<file path="config.mk">
export PLATFORM = sky130hd
export DESIGN_NAME = clock_set_ctrl_flat
export DESIGN_NICKNAME = d
export VERILOG_FILES = /design/src/rtl/clock_set_ctrl_pkg.sv /design/src/rtl/clock_set_ctrl_if.sv /design/src/rtl/clock_set_ctrl_input_sync.sv /design/src/rtl/clock_set_ctrl.sv /design/src/flat_wrapper.sv
export SDC_FILE = /design/constraint.sdc
export NUM_CORES = 1
export LEC_CHECK = 0
export ABC_CLOCK_PERIOD_IN_PS = 1600
export BUFFER_PORTS_ARGS = -buffer_cell sky130_fd_sc_hd__buf_2
export CELL_PAD_IN_SITES_DETAIL_PLACEMENT = 1
export CELL_PAD_IN_SITES_GLOBAL_PLACEMENT = 1
export CORE_ASPECT_RATIO = 0.9
export CORE_MARGIN = 4
export CORE_UTILIZATION = 39
export CTS_CLUSTER_SIZE = 10
export DETAILED_ROUTE_END_ITERATION = 12
export PLACE_DENSITY = 0.82
export SYNTH_ARGS = -nofsm -noshare
export SYNTH_HDL_FRONTEND = slang
export SYNTH_HIERARCHICAL = 1
export SYNTH_SLANG_ARGS = --single-unit
export TNS_END_PERCENT = 1
</file>
<file path="constraint.sdc">
create_clock -name i_clk -period 1.6 [get_ports i_clk]
set_input_delay 0.32 -clock i_clk [delete_from_list [all_inputs] [get_ports i_clk]]
set_output_delay 0.32 -clock i_clk [all_outputs]
set_load 0.02 [all_outputs]
</file>
<file path="src/rtl/clock_set_ctrl_pkg.sv">
// clock_set_ctrl_pkg: shared state encoding and defaults for the clock set controller
package clock_set_ctrl_pkg;
    typedef enum logic [1:0] {
        RUN     = 2'd0,
        SET_H   = 2'd1,
        SET_M   = 2'd2,
        RELEASE = 2'd3
    } state_t;
    localparam int FAST_AFTER_DEFAULT = 4;
endpackage

</file>
<file path="src/rtl/clock_set_ctrl_if.sv">
// clock_set_ctrl_if: strobe, button and control-pulse bundle of the clock set controller
interface clock_set_ctrl_if;
    logic i_1hz_stb;
    logic i_timeset_stb;
    logic i_set_hours;
    logic i_set_minutes;
    logic o_run_en;
    logic o_sec_stb;
    logic o_inc_hours;
    logic o_inc_minutes;
    logic o_clr_seconds;
    logic o_fast_set;
    modport master (
        output i_1hz_stb, i_timeset_stb, i_set_hours, i_set_minutes,
        input  o_run_en, o_sec_stb, o_inc_hours, o_inc_minutes, o_clr_seconds, o_fast_set
    );
    modport slave (
        input  i_1hz_stb, i_timeset_stb, i_set_hours, i_set_minutes,
        output o_run_en, o_sec_stb, o_inc_hours, o_inc_minutes, o_clr_seconds, o_fast_set
    );
endinterface

</file>
<file path="src/rtl/clock_set_ctrl_input_sync.sv">
// input_sync: 2-flop synchronizer for one asynchronous level
module input_sync (
    input  logic clk,
    input  logic rst,
    input  logic d,
    output logic q
);
    logic meta;
    always_ff @(posedge clk or posedge rst) begin
        if (rst) {q, meta} <= 2'b00;
        else     {q, meta} <= {meta, d};
    end
endmodule

</file>
<file path="src/rtl/clock_set_ctrl.sv">
// clock_set_ctrl: button-driven hours/minutes set FSM with fast-set request and run gating
module clock_set_ctrl
    import clock_set_ctrl_pkg::*;
#(
    parameter int FAST_AFTER = FAST_AFTER_DEFAULT
) (
    input logic i_clk,
    input logic i_reset,
    clock_set_ctrl_if.slave bus
);
    localparam int CW = $clog2(FAST_AFTER + 1);
    state_t state, next;
    logic sh, sm;
    logic [CW-1:0] cnt, cnt_d;
    logic inc_h, inc_m, inc_h_d, inc_m_d;
    logic cnt_max;

    input_sync u_sync_h (.clk(i_clk), .rst(i_reset), .d(bus.i_set_hours),   .q(sh));
    input_sync u_sync_m (.clk(i_clk), .rst(i_reset), .d(bus.i_set_minutes), .q(sm));

    assign cnt_max = cnt == CW'(FAST_AFTER);

    always_ff @(posedge i_clk or posedge i_reset) begin
        if (i_reset) begin
            state <= RUN;
            cnt   <= '0;
            inc_h <= 1'b0;
            inc_m <= 1'b0;
        end else begin
            state <= next;
            cnt   <= cnt_d;
            inc_h <= inc_h_d;
            inc_m <= inc_m_d;
        end
    end

    // Increments are decided here and registered, so a strobe in the exit cycle never steps
    always_comb begin
        next    = state;
        cnt_d   = cnt;
        inc_h_d = 1'b0;
        inc_m_d = 1'b0;
        case (state)
            RUN: begin
                if (sh) begin
                    next    = SET_H;
                    inc_h_d = 1'b1;
                    cnt_d   = '0;
                end else if (sm) begin
                    next    = SET_M;
                    inc_m_d = 1'b1;
                    cnt_d   = '0;
                end
            end
            SET_H: begin
                if (!sh) next = RELEASE;
                else if (bus.i_timeset_stb) begin
                    inc_h_d = 1'b1;
                    cnt_d   = cnt_max ? cnt : cnt + CW'(1);
                end
            end
            SET_M: begin
                if (!sm) next = RELEASE;
                else if (bus.i_timeset_stb) begin
                    inc_m_d = 1'b1;
                    cnt_d   = cnt_max ? cnt : cnt + CW'(1);
                end
            end
            RELEASE: begin
                next  = RUN;
                cnt_d = '0;
            end
            default: next = RUN;
        endcase
    end

    assign bus.o_run_en      = state == RUN;
    assign bus.o_sec_stb     = bus.i_1hz_stb && state == RUN;
    assign bus.o_clr_seconds = state == RELEASE;
    assign bus.o_fast_set    = (state == SET_H || state == SET_M) && cnt_max;
    assign bus.o_inc_hours   = inc_h;
    assign bus.o_inc_minutes = inc_m;
endmodule

</file>
<file path="src/flat_wrapper.sv">
// flat-port wrapper written by rule: the top's interface ports become plain ports
module clock_set_ctrl_flat import clock_set_ctrl_pkg::*;
#(
    parameter int FAST_AFTER = FAST_AFTER_DEFAULT
)
  (i_clk, i_reset, bus_i_1hz_stb, bus_i_timeset_stb, bus_i_set_hours, bus_i_set_minutes, bus_o_run_en, bus_o_sec_stb, bus_o_inc_hours, bus_o_inc_minutes, bus_o_clr_seconds, bus_o_fast_set);
  clock_set_ctrl_if bus_i ();
  input logic i_clk;
  input logic i_reset;
  input wire logic [$bits(bus_i.i_1hz_stb)-1:0] bus_i_1hz_stb;
  input wire logic [$bits(bus_i.i_timeset_stb)-1:0] bus_i_timeset_stb;
  input wire logic [$bits(bus_i.i_set_hours)-1:0] bus_i_set_hours;
  input wire logic [$bits(bus_i.i_set_minutes)-1:0] bus_i_set_minutes;
  output wire logic [$bits(bus_i.o_run_en)-1:0] bus_o_run_en;
  output wire logic [$bits(bus_i.o_sec_stb)-1:0] bus_o_sec_stb;
  output wire logic [$bits(bus_i.o_inc_hours)-1:0] bus_o_inc_hours;
  output wire logic [$bits(bus_i.o_inc_minutes)-1:0] bus_o_inc_minutes;
  output wire logic [$bits(bus_i.o_clr_seconds)-1:0] bus_o_clr_seconds;
  output wire logic [$bits(bus_i.o_fast_set)-1:0] bus_o_fast_set;
  assign bus_i.i_1hz_stb = bus_i_1hz_stb;
  assign bus_i.i_timeset_stb = bus_i_timeset_stb;
  assign bus_i.i_set_hours = bus_i_set_hours;
  assign bus_i.i_set_minutes = bus_i_set_minutes;
  assign bus_o_run_en = bus_i.o_run_en;
  assign bus_o_sec_stb = bus_i.o_sec_stb;
  assign bus_o_inc_hours = bus_i.o_inc_hours;
  assign bus_o_inc_minutes = bus_i.o_inc_minutes;
  assign bus_o_clr_seconds = bus_i.o_clr_seconds;
  assign bus_o_fast_set = bus_i.o_fast_set;
  clock_set_ctrl #(.FAST_AFTER(FAST_AFTER)) u_core (.i_clk(i_clk), .i_reset(i_reset), .bus(bus_i));
endmodule
</file>
; ---- Word level (Yosys, flattened, before mapping)
; Index checks and enable logic that the tools add are counted.
[classes]
addsub = 1
eq_ne = 9
muxes = 20
n_reduce_logical = 6
[ops]
columns = op, n
row1 = 2-to-1 mux 3 bit, 6
row2 = case mux 3 bit (4 select lines), 1
row3 = 2-to-1 mux 2 bit, 4
row4 = "!= test 2 bit, second input constant", 4
row5 = case mux 2 bit (4 select lines), 1
row6 = 2-to-1 mux 1 bit, 6
row7 = AND reduction 3 bit, 2
row8 = "== test 2 bit, second input constant", 2
row9 = case mux 1 bit (2 select lines), 2
row10 = "adder 3 x 1 -> 3 bit, second input constant", 1
row11 = "== test 3 bit, second input constant", 1
row12 = "!= test 3 x 1 -> 1 bit, second input constant", 1
row13 = "== test 2 x 1 -> 1 bit, second input constant", 1
row14 = logical AND 1 bit, 2
row15 = logical NOT 2 bit, 1
row16 = logical OR 1 bit, 1
[word_totals]
ff_bits = 11
in_bits = 6
out_inout_bits = 6
wordCells = 44

; ---- Logic depth before layout (Yosys ltp)
[logic_depth]
depth_word = 5
ltp_mapped = 6
ltp_nobuf = 6

; ---- Hierarchy
; The synthesis kept the hierarchy.
[by_module_without_submodules]
columns = module, n_inst, cells_each, area_per_inst_um2, seq_area_each_um2
row1 = clock_set_ctrl, 1, 47, 474.2, 175.2
row2 = input_sync, 2, 3, 53.8, 50.0

; ---- Worst setup path before layout
; Ideal clock, no wire load.
[synth_timing]
path_kind = flip-flop to flip-flop
from = register u_core.state[1]
to = register u_core.cnt[2]
setup_ns = 0.132
t_arrival_ns = 1.392
required_ns = 1.468
setup_slack_ns = 0.076
stages_incl_launch_ff = 7
path_buffers = 0
synth_period_minus_slack_ns = 1.524
path_cell_list = dfrtp_1 > inv_1 > ha_1 > nor2b_4 > o21ai_2 > a31oi_1 > a31oi_1
[synth_between]
elab_chain_len = 3
elab_cells_between_ends = 9
classes_between = 6 x eq/ne / 1 x mux / 2 x reduce/logical
[synth_lines]
columns = element, line_no
row1 = "start, declared", clock_set_ctrl.sv:12  ; state_t state, next;
row2 = "start signal, assigned", clock_set_ctrl.sv:30  ; state <= next;
row3 = logical NOT 2 bit *, --
row4 = via bus_o_run_en, flat_wrapper.sv:14  ; output wire logic [$bits(bus_i.o_run_en)-1:0] bus_o_run_en;
row5 = != test 3 x 1 -> 1 bit (no line), --
row6 = AND reduction 3 bit (no line), --
row7 = "end signal, assigned", clock_set_ctrl.sv:31  ; cnt <= cnt_d;
row8 = "end, declared", clock_set_ctrl.sv:14  ; logic [CW-1:0] cnt, cnt_d;
; The timed path passes the listed nets; every way through them passes the cells marked *.
; A chain may end at the register's enable or synchronous reset.

; ---- Worst setup path in the final report
[layout_timing]
from = register u_core.state[1]
to = output bus_o_fast_set
[layout_between]
elab_chain_len = 3
elab_cells_between_ends = 4
classes_between = 2 x eq/ne / 2 x reduce/logical
[layout_lines]
columns = element, line_no
row1 = == test 2 x 1 -> 1 bit or == test 2 bit (tied branches), clock_set_ctrl.sv:80  ; assign bus.o_fast_set = (state == SET_H || state == SET_M) && cnt_max;
row2 = logical OR 1 bit *, clock_set_ctrl.sv:80
row3 = logical AND 1 bit *, clock_set_ctrl.sv:80
row4 = "end, declared", flat_wrapper.sv:19  ; output wire logic [$bits(bus_i.o_fast_set)-1:0] bus_o_fast_set;
; Mark *: on every way between the ends. The rest lies on a longest branch, timed or not.

==> key figures <==
Outcome
  – Outcome: complete, no violations

CTS
  – Total clock sinks: 11
  – Clk buf depth: 2
  – CTS tree: yes
  – Clock transition at path regs: 70 ps
  – Number of buffers created by CTS: 3
  – H-tree depth: 1
  – CTS Root Cell: clkbuf_4
  – Worst-Skew Late Latency: 270 ps

Hold path
  – Hold Path End: u_core/u_sync_m/meta
  – Worst Hold Depth: 1
  – Hold Path Origin: bus_i_set_minutes
  – Worst hold-check path type: in2reg

STA
  – Min Clock Period, post-route: 1560 ps
  – Slew Viols, Final: 0
  – Setup violations, final: 0
  – Setup TNS Final: 0 ps
  – Clock skew: 1.80 ps
  – Slew HR: 79.9%
  – Slew @ Worst Pin: 301 ps
  – Fmax: 639 MHz
  – Final Hold Violating Endpoints: 0
  – Final worst slack: 35.9 ps
  – RSZ-0062 raised after global routing: true
  – Final Cycle Share: 97.8%

Finish
  – Share of post-route cells with drive strength above 1: 46.1%
  – Non-filler instance count after layout: 90
  – N_diodes: 0
  – Area growth, synth to finish: 33.8%
  – Core Util, Final: 58.9%
  – NumNets Final: 89

Worst setup path
  – Crit path from: u_core/state[1]
  – CP most frequent cell: inv_2
  – CP cell instances: inv_2 > ha_4 > nand3_4 > inv_2 > buf_6
  – Reg-to-reg slack, setup: 100 ps
  – Critical R2R Launch: u_core/state[1]
  – Worst setup SP type: register
  – WP data arrival: 1240 ps
  – Worst Reg-to-Reg Cells: 5
  – CP required: 1280 ps
  – Slowest cell on crit path: dfrtp_1
  – RR Endpoint: u_core/state[1]
  – WS Path Type: reg2out
  – Delay-heaviest family, CP: flip-flops
  – Crit path buf inv count: 3
  – Worst path max stage delay: 370 ps
  – Critical Path Sink Type: output port
  – Crit-path max FO: 3

Power and ir drop
  – Pleak: 0.416 nW
  – VDD IR-drop max: 0.910 mV
  – Power Density: 2070 mW/mm^2
  – PnR Total Power: 1.61 mW

Routing
  – Routed WL per cell: 15.5 microns
  – DRC: 0
  – DRT Wirelength: 1.40 mm
  – Post-route ant nets: 0
  – Iter 0 DRT Violations: 4
  – DR vias: 469
  – Vias/cell: 5.21
  – Drt pass-1 iters: 6

Die
  – Die H: 44.6 microns
  – Die area: 0.00217 sq mm
  – CORE AREA: 0.00132 sq mm
  – Die width: 48.7 microns
  – Row count: 12
  – Starting Density: 44.0%
  – Ports: 12

Yosys
  – FFs w/ async S/R, synth: 100%
  – Synth cell types: 22
  – Mapped Nets: 65
  – Syn Std Cell Area: 582 sq um
  – Sequential-to-total area share from yosys stat: 47.3%
  – Synth warn: 6
  – Synth Instances: 53
  – Number of synthesized flops with an enable pin: 0
  – Syn Area/Cell: 11.0 sq um
  – Yosys reg bits: 11
  – Prevailing post-synth register cell: dfrtp_1

Global routing
  – Global-route wire length before repair: 2.41 mm
  – Initial antenna violation count: 0
  – Largest net degree at the start of global routing: 8
  – Vias in the first global route: 540
  – GR Overflow Total: 0
  – GRT Total Usage: 14.6%

Placement
  – Post-DP HPWL: 958 microns
  – Routability Congestion: 0.780
  – Port Buffers: 11
  – Place WS: 58.9 ps
  – Inst Count DP: 80

Flow run
  – MaxCap Viol Count: 0
-- state kept, by name (all words and copies together) (netlist names) --
| signal | flops |
|---|---|
| u_core/u_sync_m/meta | 1 |
| u_core/bus.o_inc_minutes | 1 |
| u_core/u_sync_m/q | 1 |
| u_core/cnt | 3 |
| u_core/u_sync_h/meta | 1 |
| u_core/u_sync_h/q | 1 |
| u_core/state | 2 |
| u_core/bus.o_inc_hours | 1 |
-- what timing repair did --
action	in CTS	in global routing
pin swaps	1	4
setup endpoints to repair	2	4
hold endpoints to repair	4	0
buffers inserted	3	3
hold buffers	1	0
resized for setup	5	4
-- cell type report --
cell class | instances | area [sq um]
timing repair buffer | 19 | 124
tap | 14 | 17.5
clock buffer | 3 | 22.5
sequential | 11 | 275
inverter | 11 | 41.3
fill | 155 | 543
clock inverter | 1 | 5.00
multi-input combinational | 31 | 293
-- cell usage after synthesis (2+ instances only) --
library cell / count / share of area, %
dfrtp_1: 11 / 47
inv_1: 10 / 6.5
ha_1: 6 / 13
mux2i_1: 3 / 5.2
nand2_1: 3 / 1.9
a31oi_1: 2 / 2.2
nor2_1: 2 / 1.3
o21ai_1: 2 / 1.7
-- cell usage in the layout, fill, tap and decap left out, drive strengths merged --
| cell type | Yosys | layout |
|---|---|---|
| dlygate4sd3 | 0 | 1 |
| a21oi | 1 | 1 |
| clkbuf | 0 | 3 |
| inv | 11 | 11 |
| nor3 | 1 | 1 |
| clkinv | 0 | 1 |
| nand3 | 2 | 2 |
| a22oi | 2 | 2 |
| nor2 | 2 | 2 |
| buf | 0 | 18 |
| nor2b | 1 | 1 |
| o21ai | 4 | 4 |
| ha | 6 | 6 |
| a221oi | 1 | 1 |
| a31oi | 2 | 2 |
| nand2 | 3 | 3 |
| dfrtp | 11 | 11 |
| mux2i | 3 | 3 |
| and2 | 1 | 1 |
| a22o | 1 | 1 |
| o22ai | 1 | 1 |
-- how the worst max path moves through the flow --
stage                           endpoint  slack (ps)  depth (start not counted)
after global placement     u_core/cnt[0]         110                          6
after CTS                 bus_o_fast_set          10                          5
final                     bus_o_fast_set          40                          5
after detailed placement   u_core/cnt[0]          60                          6
after global routing      bus_o_fast_set         -40                          5
after floorplan            u_core/cnt[2]          80                          6
-- layer usage --
layer | wire length, microns | GRT usage [%]
met5 | 0 | 0
met2 | 720 | 27.1
met1 | 582 | 15.7
met3 | 91 | 5.72
met4 | 0 | 3.23
-- power breakdown --
part	internal [mW]	switching (mW)	leakage, nW
combinational	0.477	0.538	0.263
sequential	0.355	0.0472	0.136
clock	0.0926	0.0981	0.0177
total	0.925	0.683	0.416
-- per-stage QoR --
stage | instance area [sq um] | hold WS, ps
CTS | 749 | 142
global route | 778 | 129
global placement | 669 | 188
floorplan | 582 | 61.2
detailed placement | 669 | 193
finish | 778 | 150
-- kinds of logic after synthesis --
kind of cell	Yosys count	share of synthesized area, %
buffers and inverters	11	7.10
and+or+nand+nor	10	10.1
muxes	3	5.16
adders and majority gates	6	12.9
AOI/OAI and AO/OA	12	17.4
DFF	11	47.3
Note: power is estimated with default switching activity, not from simulation.
